## config.mk

```make
export PLATFORM = sky130hd
export DESIGN_NAME = branch_compare_unit
export DESIGN_NICKNAME = d
export VERILOG_FILES = /design/src/rtl/branch_compare_pkg.sv /design/src/rtl/branch_compare_unit_stage.sv /design/src/rtl/branch_compare_unit.sv
export SDC_FILE = /design/constraint.sdc
export NUM_CORES = 1
export LEC_CHECK = 0
export ABC_CLOCK_PERIOD_IN_PS = 1900
export CAP_MARGIN = 20
export CELL_PAD_IN_SITES_DETAIL_PLACEMENT = 2
export CELL_PAD_IN_SITES_GLOBAL_PLACEMENT = 2
export CORE_MARGIN = 4
export CORE_UTILIZATION = 21
export CTS_BUF_LIST = sky130_fd_sc_hd__clkbuf_2 sky130_fd_sc_hd__clkbuf_4 sky130_fd_sc_hd__clkbuf_8
export CTS_CLUSTER_DIAMETER = 30
export DETAILED_ROUTE_END_ITERATION = 8
export GPL_TIMING_DRIVEN = 0
export PLACE_DENSITY_LB_ADDON = 0.1
export SLEW_MARGIN = 20
export SYNTH_ARGS = -nofsm -noshare
export SYNTH_HDL_FRONTEND = slang
export SYNTH_SLANG_ARGS = --single-unit
export TNS_END_PERCENT = 50
```

## constraint.sdc

```tcl
create_clock -name clock__i -period 1.9 [get_ports clock__i]
set_input_delay 0.285 -clock clock__i [delete_from_list [all_inputs] [get_ports clock__i]]
set_output_delay 0.285 -clock clock__i [all_outputs]
set_load 0.05 [all_outputs]
```

## src/rtl/branch_compare_pkg.sv

```systemverilog
// Shared types and the condition evaluator for the branch compare unit.
package branch_compare_pkg;

   typedef enum logic [2:0] {
      CMP_EQ  = 3'd0,
      CMP_NE  = 3'd1,
      CMP_LT  = 3'd2,
      CMP_LTU = 3'd3,
      CMP_GE  = 3'd4,
      CMP_GEU = 3'd5,
      CMP_LEZ = 3'd6,
      CMP_GTZ = 3'd7
   } cmp_mode_e;

   // Width-independent relations between the operands. The top derives these
   // at its own WIDTH, so the mode decode below stays free of parameters.
   typedef struct packed {
      logic eq;      // A == B
      logic lt_s;    // signed A < B
      logic lt_u;    // unsigned A < B (borrow of WIDTH+1-bit subtract)
      logic a_neg;   // A < 0 (sign bit)
      logic a_zero;  // A == 0
   } cmp_flags_t;

   function automatic logic cmp_eval(input cmp_mode_e mode, input cmp_flags_t f);
      logic res;
      res = 1'b0;
      unique case (mode)
         CMP_EQ:  res = f.eq;
         CMP_NE:  res = ~f.eq;
         CMP_LT:  res = f.lt_s;
         CMP_LTU: res = f.lt_u;
         CMP_GE:  res = ~f.lt_s;
         CMP_GEU: res = ~f.lt_u;
         CMP_LEZ: res = f.a_neg | f.a_zero;
         CMP_GTZ: res = ~f.a_neg & ~f.a_zero;
         default: res = 1'b0;
      endcase
      return res;
   endfunction

endpackage

```

## src/rtl/branch_compare_unit_stage.sv

```systemverilog
// One elastic pipeline register holding {valid, result, tag}.
// result/tag only change when a valid entry is loaded, so they hold across bubbles.
module compare_pipe_stage
   import branch_compare_pkg::*;
#(
   parameter int unsigned TAG_WIDTH = 5
) (
   input  logic                 clock__i,
   input  logic                 reset_n__i,
   input  logic                 flush__i,
   input  logic                 load__i,
   input  logic                 valid__i,
   input  logic                 result__i,
   input  logic [TAG_WIDTH-1:0] tag__i,
   output logic                 valid__o,
   output logic                 result__o,
   output logic [TAG_WIDTH-1:0] tag__o
);

   logic                 valid_q,  valid_d;
   logic                 result_q, result_d;
   logic [TAG_WIDTH-1:0] tag_q,    tag_d;

   // Next-state: flush empties the slot, load replaces it, otherwise hold.
   always_comb begin
      valid_d  = valid_q;
      result_d = result_q;
      tag_d    = tag_q;
      if (flush__i) begin
         valid_d = 1'b0;
      end else if (load__i) begin
         valid_d = valid__i;
         if (valid__i) begin
            result_d = result__i;
            tag_d    = tag__i;
         end
      end
   end

   // Stage register with synchronous active-low reset.
   always_ff @(posedge clock__i) begin
      if (!reset_n__i) begin
         valid_q  <= 1'b0;
         result_q <= 1'b0;
         tag_q    <= '0;
      end else begin
         valid_q  <= valid_d;
         result_q <= result_d;
         tag_q    <= tag_d;
      end
   end

   assign valid__o  = valid_q;
   assign result__o = result_q;
   assign tag__o    = tag_q;

endmodule

```

## src/rtl/branch_compare_unit.sv

```systemverilog
// Pipelined multi-mode branch condition evaluator with elastic valid/ready
// pipeline, flush, and saturating delivered/taken counters.
module branch_compare_unit
   import branch_compare_pkg::*;
#(
   parameter int unsigned WIDTH     = 32,
   parameter int unsigned LATENCY   = 1,
   parameter int unsigned TAG_WIDTH = 5,
   parameter int unsigned CNT_WIDTH = 16
) (
   input  logic                 clock__i,
   input  logic                 reset_n__i,
   input  logic                 flush__i,
   input  logic                 valid__i,
   output logic                 ready__o,
   input  logic [2:0]           mode__i,
   input  logic [WIDTH-1:0]     dataA__i,
   input  logic [WIDTH-1:0]     dataB__i,
   input  logic [TAG_WIDTH-1:0] tag__i,
   output logic                 valid__o,
   input  logic                 ready__i,
   output logic                 result__o,
   output logic [TAG_WIDTH-1:0] tag__o,
   input  logic                 clear__i,
   output logic [CNT_WIDTH-1:0] cmp_count__o,
   output logic [CNT_WIDTH-1:0] tkn_count__o
);

   // ---------------- compare at accept ----------------
   logic [WIDTH:0] diff_w;
   cmp_flags_t     flags;
   logic           eval_res;
   logic           accept;

   assign diff_w = {1'b0, dataA__i} - {1'b0, dataB__i};

   // Derive operand relations; when signs differ the negative operand is the smaller one.
   always_comb begin
      flags.eq     = (dataA__i == dataB__i);
      flags.lt_u   = diff_w[WIDTH];
      flags.lt_s   = (dataA__i[WIDTH-1] != dataB__i[WIDTH-1]) ? dataA__i[WIDTH-1]
                                                              : diff_w[WIDTH];
      flags.a_neg  = dataA__i[WIDTH-1];
      flags.a_zero = (dataA__i == '0);
      eval_res     = cmp_eval(cmp_mode_e'(mode__i), flags);
   end

   // ---------------- elastic stage chain ----------------
   logic [LATENCY-1:0]   stg_valid;
   logic [LATENCY-1:0]   stg_result;
   logic [TAG_WIDTH-1:0] stg_tag [LATENCY];
   // load_chain[k]: stage k may load this cycle; load_chain[LATENCY] is the consumer.
   logic [LATENCY:0]     load_chain;

   // Ready chain, resolved from the output end back toward the input.
   always_comb begin
      int unsigned k;
      load_chain          = '0;
      load_chain[LATENCY] = ready__i;
      for (int unsigned i = 0; i < LATENCY; i++) begin
         k             = LATENCY - 1 - i;
         load_chain[k] = ~stg_valid[k] | load_chain[k+1];
      end
   end

   assign ready__o = reset_n__i & ~flush__i & load_chain[0];
   assign accept   = valid__i & ready__o;

   for (genvar g = 0; g < LATENCY; g++) begin : g_stage
      logic                 in_valid;
      logic                 in_result;
      logic [TAG_WIDTH-1:0] in_tag;

      if (g == 0) begin : g_head
         assign in_valid  = accept;
         assign in_result = eval_res;
         assign in_tag    = tag__i;
      end else begin : g_body
         assign in_valid  = stg_valid[g-1];
         assign in_result = stg_result[g-1];
         assign in_tag    = stg_tag[g-1];
      end

      compare_pipe_stage #(
         .TAG_WIDTH (TAG_WIDTH)
      ) u_stage (
         .clock__i   (clock__i),
         .reset_n__i (reset_n__i),
         .flush__i   (flush__i),
         .load__i    (load_chain[g]),
         .valid__i   (in_valid),
         .result__i  (in_result),
         .tag__i     (in_tag),
         .valid__o   (stg_valid[g]),
         .result__o  (stg_result[g]),
         .tag__o     (stg_tag[g])
      );
   end

   assign valid__o  = stg_valid[LATENCY-1];
   assign result__o = stg_result[LATENCY-1];
   assign tag__o    = stg_tag[LATENCY-1];

   // ---------------- statistics ----------------
   logic                 deliver;
   logic [CNT_WIDTH-1:0] cmp_cnt_q, cmp_cnt_d;
   logic [CNT_WIDTH-1:0] tkn_cnt_q, tkn_cnt_d;

   // A handshake still counts when flush is asserted in the same cycle.
   assign deliver = valid__o & ready__i;

   // Saturating counter next-state; clear wins over increment.
   always_comb begin
      cmp_cnt_d = cmp_cnt_q;
      tkn_cnt_d = tkn_cnt_q;
      if (clear__i) begin
         cmp_cnt_d = '0;
         tkn_cnt_d = '0;
      end else if (deliver) begin
         if (cmp_cnt_q != '1)
            cmp_cnt_d = cmp_cnt_q + 1'b1;
         if (result__o && (tkn_cnt_q != '1))
            tkn_cnt_d = tkn_cnt_q + 1'b1;
      end
   end

   // Counter registers with synchronous active-low reset.
   always_ff @(posedge clock__i) begin
      if (!reset_n__i) begin
         cmp_cnt_q <= '0;
         tkn_cnt_q <= '0;
      end else begin
         cmp_cnt_q <= cmp_cnt_d;
         tkn_cnt_q <= tkn_cnt_d;
      end
   end

   assign cmp_count__o = cmp_cnt_q;
   assign tkn_count__o = tkn_cnt_q;

endmodule

```

======== Yosys cells after proc, flatten, opt, wreduce, memory -nomap -nowiden ========
Index checks and enable logic that the tools add are counted.
Widths: inputs -> output; s select.
operators by class
  bitwise logic cells ..................... 15
  muxes and demuxes ....................... 2
  equal/unequal tests ..................... 11
  reduce and logical (&&, ||, !) cells .... 8
  add/sub/neg operators ................... 3
operators by type and width
  cell                   count
  $sub 32x32->33         1
  $add 16x1->16 const B  2
  $eq 32x32->1           1
  $logic_not 32->1       1
  $ne 16x16->1 const B   2
  $eq 3x3->1 const B     4
  $not 1->1              8
  $pmux 1 s8             1
  $eq 3x2->1 const B     2
  $and 1x1->1            5
  $reduce_and 2->1       2
  $reduce_or 2->1        2
  $eq 3x1->1 const B     1
  $logic_not 3->1        1
  $reduce_and 3->1       1
  $or 1x1->1             2
  $logic_and 1x1->1      1
  $mux 1                 1
  $ne 1x1->1             1
word-level totals
  bits in registers ....................... 39
  output and inout bits ................... 40
  logic and storage cells ................. 44

======== Depth between registers and ports, before layout ========
  depth after elaboration ................. 5
  gate-level depth with buffers ........... 9
  gate-level depth less buffers ........... 9

======== Hierarchy ========
From an unflattened synthesis, not the netlist that was laid out.
second synthesis, totals
  cell total of the unflattened synthesis .. 331
  area, all modules ....................... 2,718.9 um^2
modules (own cells, without submodules)
  module               cells each  times used  sequential area each (um^2)  area an instance (um^2)
  branch_compare_unit  301         1           640.6                        2,431.1
  compare_pipe_stage   30          1           140.1                        287.8

======== Worst setup path after synthesis ========
OpenSTA, ideal clock, no wires.
  path kind ............................... reg2reg
  start ................................... reg g_stage[0].u_stage.valid_q
  end ..................................... reg g_stage[0].u_stage.result_q
  slack ................................... -469 ps
  library setup time ...................... 120 ps
  data arrival time ....................... 2,250 ps
  stages on the path, launching flop included .. 7
  required time ........................... 1,780 ps
  buffers on the path ..................... 0
  clock period less this slack ............ 2,369 ps
  path through ............................ dfxtp_1 -> nor2b_1 -> nor2_1 -> nand2_1 -> nand2_1 -> o21ai_0 -> o31a_1
between the ends
  longest elaborated chain between the ends .. 5
ends and longest elaborated chain
  what                        line                             RTL
  start, declared             branch_compare_unit_stage.sv:20  logic valid_q, valid_d;
  start signal, assigned      branch_compare_unit_stage.sv:47  valid_q <= valid_d;
  $not 1->1                   branch_compare_unit.sv:62        load_chain[k] = ~stg_valid[k] | load_chain[k+1];
  $or 1x1->1                  branch_compare_unit.sv:62
  $and 1x1->1                 branch_compare_unit.sv:66        assign ready__o = reset_n__i & ~flush__i & load_chain[0];
  named net ready__o          branch_compare_unit.sv:15        output logic ready__o,
  $and 1x1->1                 branch_compare_unit.sv:67        assign accept = valid__i & ready__o;
  $reduce_and 3->1 (no line)  -
  end signal, assigned        branch_compare_unit_stage.sv:48  result_q <= result_d;
  end, declared               branch_compare_unit_stage.sv:21  logic result_q, result_d;
The timed path passes the listed nets, and every way through them passes these cells.
A chain may end at the register's enable or synchronous reset.

======== Worst setup path in the final report ========
  start ................................... in dataA__i[14]
  end ..................................... reg g_stage[0].u_stage.result_q
between the ends
  longest elaborated chain between the ends .. 4
  elaborated cells between the ends (all ways) .. 11
  those cells by class .................... 1 x add/sub; 1 x eq/ne; 2 x mux; 6 x bitwise; 1 x reduce/logical
ends and longest elaborated chain
  what                                                       line                                                  RTL
  start, declared                                            branch_compare_unit.sv:17                             input logic [WIDTH-1:0] dataA__i,
  $sub 32x32->33 / $logic_not 32->1 (equally long branches)  branch_compare_unit.sv:35, branch_compare_unit.sv:44
  $mux 1 / $not 1->1 (equally long branches)                 branch_compare_unit.sv:41, branch_compare_pkg.sv:36
  $not 1->1 / $and 1x1->1 (equally long branches)            branch_compare_pkg.sv:33, branch_compare_pkg.sv:36
  $pmux 1 s8 (*)                                             branch_compare_pkg.sv:28                              unique case (mode)
Mark *: on every way between the ends. The rest lies on a longest branch, timed or not.

==> impl.org <==
** Outcome
- Status :: finished with violations
- The checks that failed: negative setup slack.

** STA
- Final hold analysis gives a worst-case slack of 399.4 ps.
- Headroom to the max-slew limit came out at 59.86%.
- Clock Skew :: about 6.5 ps
- Adding up every negative setup slack in the final design gives -68.50 ps.
- Final Setup Violations :: 1
- Of the available clock period, the critical path in the final layout requires 103.6%.
- Static timing analysis puts the maximum clock frequency at approximately 510 MHz.
- Final Critical Period :: 1969 ps
- Setup repair after global routing missed its margin :: yes
- At the pin with the least slew margin, the transition time is 602.1 ps.
- Setup slack on the critical path of the routed design comes to -68.50 ps.
- Final number of hold-violating endpoints :: 0
- The max-slew violation count came to 0.

** Worst setup path
- In this design, the stage delay of the slowest critical-path cell is around 350 ps.
- Walking the worst path, the cells encountered are buf_8 > ha_4 > nand4_1 > nor4_4 > a21boi_4 > o31a_1 > o31a_1 > a21oi_2 > o31a_1.
- The worst setup path is of the primary input to register kind.
- In this run the critical register-to-register path is launched from cmp_count__o[7]$_SDFFE_PP0P_.
- Buf/Inv on CP :: 1
- Worst EP arrival :: ~2200 ps
- The endpoint identified for the worst register-to-register timing path is cmp_count__o[15]$_SDFFE_PP0P_.
- Critical Path Source Type :: primary input
- Library cell appearing most often on the critical path :: sky130_fd_sc_hd__o31a_1
- R2R setup slack :: 70 ps
- STA classifies the critical path endpoint as a register.
- On the critical path, the stage with the largest delay is an instance of sky130_fd_sc_hd__nor4_4.
- Measured in cells, the most critical reg-to-reg path has a length of 7.
- Along the worst path, the maximum fanout reaches 3.
- STA puts the critical path data required time at between 2000 and 2500 ps.
- Worst path top cell family by delay :: compound AO/OA/AOI/OAI gates

** Clock network
- Clock-pin slew was measured on the worst setup and hold paths at roughly 80 ps.
- Clk buf depth :: 2
- For the worst-skew pair, the clock arrives at the later sink with an insertion delay of 300 ps.
- TritonCTS built the clock tree.
- CTS built an H-tree with a depth of 2.
- Counting the buffers created by CTS gives 5.
- The tree built by TritonCTS fans out to 39 sinks.
- Hold bufs inserted after CTS :: 0
- Root buf cell :: sky130_fd_sc_hd__clkbuf_8

** Die
- Area of the core :: approximately 0.013 sq mm
- Number of top-level design ports :: between 100 and 150
- Once the floorplan was initialized, standard cells occupied a little over a fifth of the core.
- The die covers about 0.015 sq mm.
- The die is 122.0 um wide.
- Placement row count :: 41
- Die H :: roughly 120 um

** Drt
- Dividing the detail-routed via count by the number of cells gives about 4.5.
- Drt first-iter violations :: 90
- First drt pass iteration count :: 4
- Vias :: about 3000
- The detail route stage leaves a number of antenna-violating nets equal to 0.
- Total Wirelength :: slightly above 10000 um
- Post-DR wirelength/cell :: ~16 um
- DRC violation count after routing :: 0

** Yosys
- Portion of synthesized cell area occupied by the leading cell type :: 28.62%
- Net count after synthesis :: roughly 450
- Mapped Avg Cell Area :: approximately 8 sq um
- Area of the mapped netlist :: 0.002728 sq mm
- Synthesis inferred 39 register bits.
- Leading post-synthesis cells by cell area :: sky130_fd_sc_hd__dfxtp_1 29%, sky130_fd_sc_hd__ha_1 16%, sky130_fd_sc_hd__inv_1 5.2%, sky130_fd_sc_hd__a21oi_1 4.8%, sky130_fd_sc_hd__nor2_1 4.5%
- Synth area leader :: sky130_fd_sc_hd__dfxtp_1
- Summing the sequential cell areas from Yosys gives around 29% of the chip area.
- Number of flops mapped to enable cells by yosys :: 0
- Most frequent cell after synthesis :: sky130_fd_sc_hd__dfxtp_1
- Ys flop type :: sky130_fd_sc_hd__dfxtp_1
- Number of warning messages in the yosys log :: 0
- Number of instances in the synthesized netlist :: 340
- The number of different library cells used by synthesis comes to 42.
- Proportion of register bits with asynchronous set or reset after synthesis :: 0%
- Synth cell count leaders :: 39 x sky130_fd_sc_hd__dfxtp_1, 38 x sky130_fd_sc_hd__inv_1, 34 x sky130_fd_sc_hd__ha_1

** Min path
- The startpoint identified for the worst hold timing path is reset_n__i.
- The worst hold path passes through 2 cells.
- Hold Crit Endpoint :: g_stage[0].u_stage.tag__o[0]$_SDFFE_PN0P_
- Worst hold path type :: primary input to register

** Pwr
- Standby leakage power :: 1.985 nW
- VDD sags by at most between 0.00015 and 0.0002 V.
- PwrDens :: 410.8 mW/mm^2
- Overall power after layout :: roughly 1.9 mW

** Placement
- Last weighted congestion value of the routability-driven placer :: approximately 0.75
- After legalization and detailed placement, the total HPWL measured between 8000 and 9000 um.
- Post-Place Worst Slack :: -908.3 ps
- The count of buffers added on input and output ports is 117.
- After detailed placement, the design holds a cell count of 629.

** Global route
- The number of antenna violations at the first check in global routing is 0.
- Global-route wire length before repair :: around 17000 um
- GRT overflow :: 0
- Global-route total usage across every layer :: ~14%
- The number of global-route vias before repair came to around 3300.
- Entering global routing, the biggest net connects 12 pins.

** Finish
- Post-layout instance count excluding filler cells :: ~650
- The number of antenna diodes in the final layout is 0.
- After the last flow step, the layout net total stands at roughly 590.
- Cells with a size suffix above 1 make up about a third of the layout.
- The area growth from synthesis to layout is 72.94%.

** Run
- Max-cap violations in this run came to 0.
-- state kept, by name (all words and copies together), names as in the netlist --
register                   cells
cmp_count__o                  16
g_stage.u_stage.valid__o       1
g_stage.u_stage.result__o      1
g_stage.u_stage.tag__o         5
tkn_count__o                  16
-- worst register-to-register path, delay by kind of cell, from the launching register on --
kind / cells / cell delay [ps]
XOR/XNOR: 1 / 130
AO/OA/AOI/OAI: 1 / 400
flip-flops: 1 / 380
AND/OR/NAND/NOR: 5 / 790
-- power by group --
group | leakage (nW) | internal [mW] | switching (mW)
registers | 0.328 | 0.813 | 0.00351
clock network | 0.0491 | 0.287 | 0.304
logic | 1.61 | 0.274 | 0.256
-- area by class of cell --
| cell class | count | area (sq um) |
|---|---|---|
| Fill cell | 1423 | 7954 |
| Inverter | 38 | 142.6 |
| Buffer | 5 | 30.03 |
| Clock inverter | 1 | 5.005 |
| Tap cell | 172 | 215.2 |
| Sequential cell | 39 | 824.5 |
| Timing Repair Buffer | 133 | 1192 |
| Multi-Input combinational cell | 258 | 2223 |
| Clock buffer | 7 | 83.83 |
-- cells by family after synthesis --
family,after synthesis,synth area share [%]
flops,39,28.62
simple gates,136,26.97
xor+xnor,21,6.743
mux,7,2.569
compound gates,60,13.26
fa+ha+maj,34,15.60
buf+inv,43,6.238
-- layer usage --
| metal | part of all wire (%) | wire length [um] | global-route usage (%) |
|---|---|---|---|
| met1 | 44 | 4505 | 17.27 |
| met2 | 48 | 4907 | 23.48 |
| met3 | 7.0 | 708 | 4.828 |
| met4 | 0.59 | 60 | 2.731 |
| met5 | 0 | 0 | 0 |
-- stage by stage --
step	util [%]	area, sq um
2_1_floorplan	-	2776
3_3_place_gp	32.85	4163
3_5_place_dp	32.85	4163
4_1_cts	36.14	4579
5_1_grt	37.23	4717
6_report	37.23	4717
-- layout by cell type (no fill, tap or decap), types with 12 or more instances in the layout --
master                            instances
sky130_fd_sc_hd__a21oi_1                 20
sky130_fd_sc_hd__buf_4                   17
sky130_fd_sc_hd__clkdlybuf4s50_1         47
sky130_fd_sc_hd__dfxtp_1                 16
sky130_fd_sc_hd__dfxtp_2                 17
sky130_fd_sc_hd__dlygate4sd2_1           33
sky130_fd_sc_hd__ha_4                    24
sky130_fd_sc_hd__inv_1                   16
sky130_fd_sc_hd__inv_2                   22
sky130_fd_sc_hd__nand2_1                 22
sky130_fd_sc_hd__nand4_1                 14
sky130_fd_sc_hd__nor2_1                  31
sky130_fd_sc_hd__o21ai_0                 13
sky130_fd_sc_hd__xor2_1                  12
-- worst max path at each step --
stage	from	to	slack, ps	cells past startpoint
3_3_place_gp	dataB__i[14]	g_stage[0].u_stage.result__o$_SDFFE_PN0P_	-890	10
5_1_grt	dataA__i[24]	g_stage[0].u_stage.result__o$_SDFFE_PN0P_	-150	9
3_5_place_dp	dataB__i[14]	g_stage[0].u_stage.result__o$_SDFFE_PN0P_	-910	10
2_1_floorplan	dataB__i[13]	g_stage[0].u_stage.result__o$_SDFFE_PN0P_	-60	9
4_1_cts	dataA__i[14]	g_stage[0].u_stage.result__o$_SDFFE_PN0P_	-40	9
6_report	dataA__i[14]	g_stage[0].u_stage.result__o$_SDFFE_PN0P_	-70	9
-- what timing repair did --
action	4_1_cts	5_1_grt
buffers inserted	6	10
setup endpoints to repair	12	25
resized for setup	192	48
gates cloned	0	0
pin swaps	43	27
No activity file was read; power rests on OpenSTA's default activity.
